### src/rtl/scoreboard_cmd_arbiter.sv
// Round-robin arbiter sharing the scoreboard counter's inc/dec port between two requesters.
// Queues one edge-detected command per requester, spaces issues by a hold-off, and derives a clear pulse.
module scoreboard_cmd_arbiter #(
    parameter int unsigned HOLDOFF    = 4,
    parameter int unsigned CLR_CYCLES = 5
) (
    input  logic       clk,
    input  logic       rst,
    input  logic [1:0] req_inc,
    input  logic [1:0] req_dec,
    input  logic       clr_req,
    output logic       inc,
    output logic       dec,
    output logic       clr,
    output logic [1:0] grant,
    output logic [1:0] pend
);

    localparam int unsigned CNT_W = 8;

    localparam logic [1:0] S_IDLE  = 2'd0;
    localparam logic [1:0] S_ISSUE = 2'd1;
    localparam logic [1:0] S_HOLD  = 2'd2;

    localparam logic [CNT_W-1:0] HOLD_LOAD = CNT_W'(HOLDOFF);
    localparam logic [CNT_W-1:0] CLR_MAX   = CNT_W'(CLR_CYCLES);
    localparam logic [CNT_W-1:0] CNT_ONE   = CNT_W'(1);

    logic [1:0]       state, state_nxt;
    logic [1:0]       prev_inc, prev_dec;
    logic [1:0]       op, op_nxt;
    logic [1:0]       pend_nxt;
    logic             rr_ptr, rr_nxt;
    logic             sel, sel_nxt;
    logic [CNT_W-1:0] hold_cnt, hold_nxt;
    logic [CNT_W-1:0] clr_cnt, clr_cnt_nxt;
    logic             inc_nxt, dec_nxt, clr_nxt;
    logic [1:0]       grant_nxt;

    logic [1:0]       rise_inc, rise_dec;
    logic [1:0]       serve;
    logic             clr_fire;
    logic             pick;

    // State and registered outputs
    always_ff @(posedge clk or negedge rst) begin
        if (!rst) begin
            state    <= S_IDLE;
            prev_inc <= 2'b00;
            prev_dec <= 2'b00;
            op       <= 2'b00;
            pend     <= 2'b00;
            rr_ptr   <= 1'b0;
            sel      <= 1'b0;
            hold_cnt <= '0;
            clr_cnt  <= '0;
            inc      <= 1'b0;
            dec      <= 1'b0;
            clr      <= 1'b0;
            grant    <= 2'b00;
        end else begin
            state    <= state_nxt;
            prev_inc <= req_inc;
            prev_dec <= req_dec;
            op       <= op_nxt;
            pend     <= pend_nxt;
            rr_ptr   <= rr_nxt;
            sel      <= sel_nxt;
            hold_cnt <= hold_nxt;
            clr_cnt  <= clr_cnt_nxt;
            inc      <= inc_nxt;
            dec      <= dec_nxt;
            clr      <= clr_nxt;
            grant    <= grant_nxt;
        end
    end

    // Next-state, pending queue, clear detection and output decode
    always_comb begin
        state_nxt   = state;
        op_nxt      = op;
        pend_nxt    = pend;
        rr_nxt      = rr_ptr;
        sel_nxt     = sel;
        hold_nxt    = hold_cnt;
        clr_cnt_nxt = clr_cnt;
        inc_nxt     = 1'b0;
        dec_nxt     = 1'b0;
        clr_nxt     = 1'b0;
        grant_nxt   = 2'b00;
        pick        = 1'b0;

        rise_inc = req_inc & ~prev_inc;
        rise_dec = req_dec & ~prev_dec;
        serve    = {(state == S_ISSUE) && sel, (state == S_ISSUE) && !sel};

        if (!clr_req) begin
            clr_cnt_nxt = '0;
        end else if (clr_cnt < CLR_MAX) begin
            clr_cnt_nxt = clr_cnt + CNT_ONE;
        end
        clr_fire = clr_req && (clr_cnt == CLR_MAX - CNT_ONE);

        // A new edge arriving while its requester is being served stays queued
        for (int i = 0; i < 2; i++) begin
            if (serve[i]) begin
                pend_nxt[i] = 1'b0;
            end
            if ((rise_inc[i] ^ rise_dec[i]) && (!pend[i] || serve[i])) begin
                pend_nxt[i] = 1'b1;
                op_nxt[i]   = rise_dec[i];
            end
        end

        case (state)
            S_IDLE: begin
                if ((pend != 2'b00) && !clr_req) begin
                    pick      = (pend == 2'b11) ? rr_ptr : pend[1];
                    state_nxt = S_ISSUE;
                    sel_nxt   = pick;
                    inc_nxt   = ~op[pick];
                    dec_nxt   = op[pick];
                    grant_nxt = {pick, ~pick};
                end
            end
            S_ISSUE: begin
                rr_nxt    = ~sel;
                hold_nxt  = HOLD_LOAD;
                state_nxt = (HOLD_LOAD != '0) ? S_HOLD : S_IDLE;
            end
            S_HOLD: begin
                if (hold_cnt <= CNT_ONE) begin
                    hold_nxt  = '0;
                    state_nxt = S_IDLE;
                end else begin
                    hold_nxt = hold_cnt - CNT_ONE;
                end
            end
            default: begin
                state_nxt = S_IDLE;
            end
        endcase

        // Clear flushes the queue and abandons any hold-off
        if (clr_fire) begin
            clr_nxt   = 1'b1;
            pend_nxt  = 2'b00;
            state_nxt = S_IDLE;
            hold_nxt  = '0;
        end
    end

endmodule

### config.mk
export PLATFORM = sky130hd
export DESIGN_NAME = scoreboard_cmd_arbiter
export DESIGN_NICKNAME = d
export VERILOG_FILES = /design/src/rtl/scoreboard_cmd_arbiter.sv
export SDC_FILE = /design/constraint.sdc
export NUM_CORES = 1
export LEC_CHECK = 0
export CAP_MARGIN = 0
export CORE_MARGIN = 4
export CORE_UTILIZATION = 25
export DETAILED_ROUTE_END_ITERATION = 8
export PLACE_DENSITY_LB_ADDON = 0.1
export SLEW_MARGIN = 20
export SYNTH_ARGS = -nofsm -noshare
export SYNTH_HDL_FRONTEND = slang
export SYNTH_SLANG_ARGS = --single-unit
export TNS_END_PERCENT = 1
### constraint.sdc
create_clock -name clk -period 1.64 [get_ports clk]
set_input_delay 0.246 -clock clk [delete_from_list [all_inputs] [get_ports clk]]
set_output_delay 0.246 -clock clk [all_outputs]
set_load 0.02 [all_outputs]
==> impl_metrics.py <==
metrics = {
    "status": {
        "status": "complete, but fails checks",
        "violations": "setup timing",
    },
    "timing": {
        "fin_crit_sh_pct": 105,
        "grt_setup_unrepaired": "yes",
        "final_hold_viol_count": 0,
        "skew_ps": 7.86,
        "fin_crit_ps": 1720,
        "slew_headroom_pct": 64.8,
        "timing.fmax_mhz": 581,
        "worst_pin_slew_ps": 522,
        "fin_setup_tns_ps": -393,
        "maxSlewViolCount": 0,
        "fin_ws_ps": -82.0,
        "final-setup-viol-count": 9,
    },
    "logic_synthesis": {
        "syn_inst": 140,
        "synth_fp_nets": 151,
        "synthesis.area_um2": 1490,
        "avgSynthCellArea_um2": 10.6,
        "ys_types": 34,
        "synthFlopType": "dfrtp_1",
        "ys_warn_count": 0,
        "synth_edf_count": 0,
        "synth_seq_area_share_pct": 55.5,
        "synth-async-reset-ratio_pct": 100,
        "synth_seq_cells": 33,
    },
    "drt": {
        "drc_errors": 0,
        "wl_per_cell_um": 12.6,
        "viasPerCell": 4.46,
        "ant_nets": 0,
        "num_vias": 1151,
        "drtPass1Iterations": 3,
        "wirelength_um": 3250,
        "drt_iter0_markers": 28,
    },
    "global_route": {
        "grt_pass1_wl_um": 5640,
        "grt_max_degree": 34,
        "grtUsageMet1_pct": 12.1,
        "use_met2_pct": 16.5,
        "antenna_found_initial": 0,
        "top_usage_layer": "met2",
        "gr-usage-all-layers_pct": 10.0,
        "overflow": 0,
        "met3_usage_pct": 3.50,
        "grt_pass1_vias": 1200,
    },
    "run": {
        "cap_violations": 0,
    },
    "power": {
        "power_frac_seq_pct": 36.1,
        "power.switching_uw": 1130,
        "max-vdd-ir-drop_uv": 556,
        "p_sw_share_pct": 35.4,
        "p_leak_uw": 0.000940,
        "p_int_uw": 2070,
        "comb_power_share_pct": 45.7,
        "power_density_nw_per_um2": 1550,
        "clock_power_share_pct": 18.2,
    },
    "layout": {
        "layout-drive-gt1-share_pct": 29.6,
        "final_nets": 196,
        "diodes": 0,
        "num-fill-cells": 571,
        "area_delta_synth_final_pct": 39.0,
    },
    "critical_path": {
        "cp_cell_sequence": "or4_4, o41a_1, a31oi_1, o22ai_1",
        "crit_path_max_incr_delay_ps": 570,
        "worst_setup_path_start_kind": "register",
        "r2r_cells": 4,
        "crit_fanout": 4,
        "cp.required_ps": 1800,
        "critical_path_class": "reg -> reg",
        "crit_slowest_cell": "or4_4",
        "end_kind": "register",
        "reg2reg_slack_ps": -80,
        "crit_arrival_ps": 1880,
    },
    "placement": {
        "gp_congestion": 0.769,
        "dp_slack_ps": -269,
        "portBuffers": 13,
        "hpwl_um": 2360,
    },
    "die": {
        "io_pins": 14,
        "fp.dieW_um": 85.2,
        "rows": 27,
        "start_util_pct": 26.4,
        "die_y_um": 85.2,
        "die_area_um2": 7250,
        "core_um2": 5640,
    },
    "clock_tree": {
        "ctsLongestPathBuffers": 2,
        "insertion_delay_ps": 280,
        "cts_made_buffers": 5,
        "clock_sinks": 33,
        "cts.root.buffer_cell": "clkbuf_8",
        "path_clk_slew_ps": 60,
        "htree_levels": 2,
        "cts_tree": "built",
    },
    "hold_path": {
        "hold_path_class": "in -> async",
    },
}
[sequential cells by signal, indices dropped and copies added, names as in the netlist]
register  count
pend          2
grant         2
sel           1
inc           1
dec           1
state         2
clr           1
prev_inc      2
op            2
clr_cnt       8
rr_ptr        1
hold_cnt      8
prev_dec      2
[cells in the mapped netlist, drive strengths merged, types with 2 or more instances]
master | n | area, um^2
clkbuf | 2 | 7.51
a31oi | 2 | 12.5
o21ai | 14 | 70.1
inv | 9 | 33.8
xnor2 | 3 | 26.3
nand2 | 7 | 26.3
nand2b | 4 | 25.0
nor2 | 6 | 22.5
nor2b | 10 | 62.6
and2 | 7 | 43.8
ha | 4 | 50.1
mux2i | 3 | 30.0
or3 | 5 | 31.3
or4 | 5 | 42.5
nor3 | 2 | 15.0
dfrtp | 33 | 826
a21oi | 10 | 50.1
[metal layers]
| layer | wire length [um] | vias up |
|---|---|---|
| li1 | - | 577 |
| met1 | 1440 | 557 |
| met2 | 1670 | 12 |
| met3 | 102 | 5 |
| met4 | 47 | 0 |
| met5 | 0 | - |
[area by class of cell]
class	count	area [um^2]	area share [%]
Clock inverter	2	10.0	0.484
Multi-Input combinational cell	96	704	34.0
Tap cell	72	90.1	4.35
Sequential cell	33	826	39.9
Timing Repair Buffer	40	333	16.1
Inverter	9	33.8	1.63
Clock buffer	6	72.6	3.51
[placed cells by master, fill, tap and decap left out, types with 2 or more instances in the layout]
cell and n:
and2_1 6, inv_1 8, ha_1 2, clkinv_2 2, nor2_1 4, o21ai_0 14
a21oi_1 6, clkdlybuf4s50_1 13, nor2_2 2, ha_2 2, mux2i_1 3, buf_4 27
nor2b_1 10, clkbuf_8 5, nand2b_1 4, a21oi_2 4, or3_4 2, dfrtp_1 33
or4_4 3, xnor2_1 2, or4_1 2, nand2_1 7, or3_1 3
[power by group through the flow]
stage | registers, uW | clock network [uW] | logic (uW)
floorplan | 1230 | 0 | 674
global placement | 1160 | 0 | 1320
detailed placement | 1180 | 0 | 1340
CTS | 1160 | 621 | 1390
global route | 1200 | 660 | 1640
finish | 1160 | 582 | 1460
[stage by stage]
step                total power, uW  util (%)  hold slack [ps]  instance area [um^2]  cells
finish                         3200      36.7              377                  2070    258
CTS                            3170      35.8              397                  2020    257
global placement               2480      33.7              463                  1900    249
floorplan                      1910         -            -49.6                  1490    140
detailed placement             2510      33.7              474                  1900    249
global route                   3490      36.7              414                  2070    258
[logic make-up after synthesis]
| group | Yosys count | share of synthesized area (%) |
|---|---|---|
| buffers and inverters | 11 | 2.77 |
| DFF | 33 | 55.5 |
| xor gates and xnor gates | 4 | 2.35 |
| AOI/OAI and AO/OA | 34 | 13.3 |
| and+or+nand+nor | 51 | 20.8 |
| adders and majority gates | 4 | 3.36 |
| muxes | 3 | 2.02 |
[worst max-delay path: cells and delay by family (launching register included)]
kind / cells / cell delay [ps]
AOI/OAI and AO/OA: 3 / 650
DFF: 1 / 380
and+or+nand+nor: 1 / 570
[final timing paths]
path,endpoint,startpoint
hold / removal,hold_cnt[6],rst
setup reg to reg,hold_cnt[4],hold_cnt[6]
hold reg to reg,rr_ptr,rr_ptr
max in group asynchronous,inc,rst
setup / recovery,hold_cnt[4],hold_cnt[6]
min in group clk,prev_inc[0],req_inc[0]
[what timing repair did]
| action | CTS | global route |
|---|---|---|
| gates resized for setup | 6 | 11 |
| hold buffers | 0 | 0 |
| endpoints found under the setup margin | 8 | 11 |
| buffers inserted | 0 | 1 |
| pin swaps | 3 | 8 |
| endpoints found under the hold margin | 0 | 0 |
No activity file was read; power rests on OpenSTA's default activity.
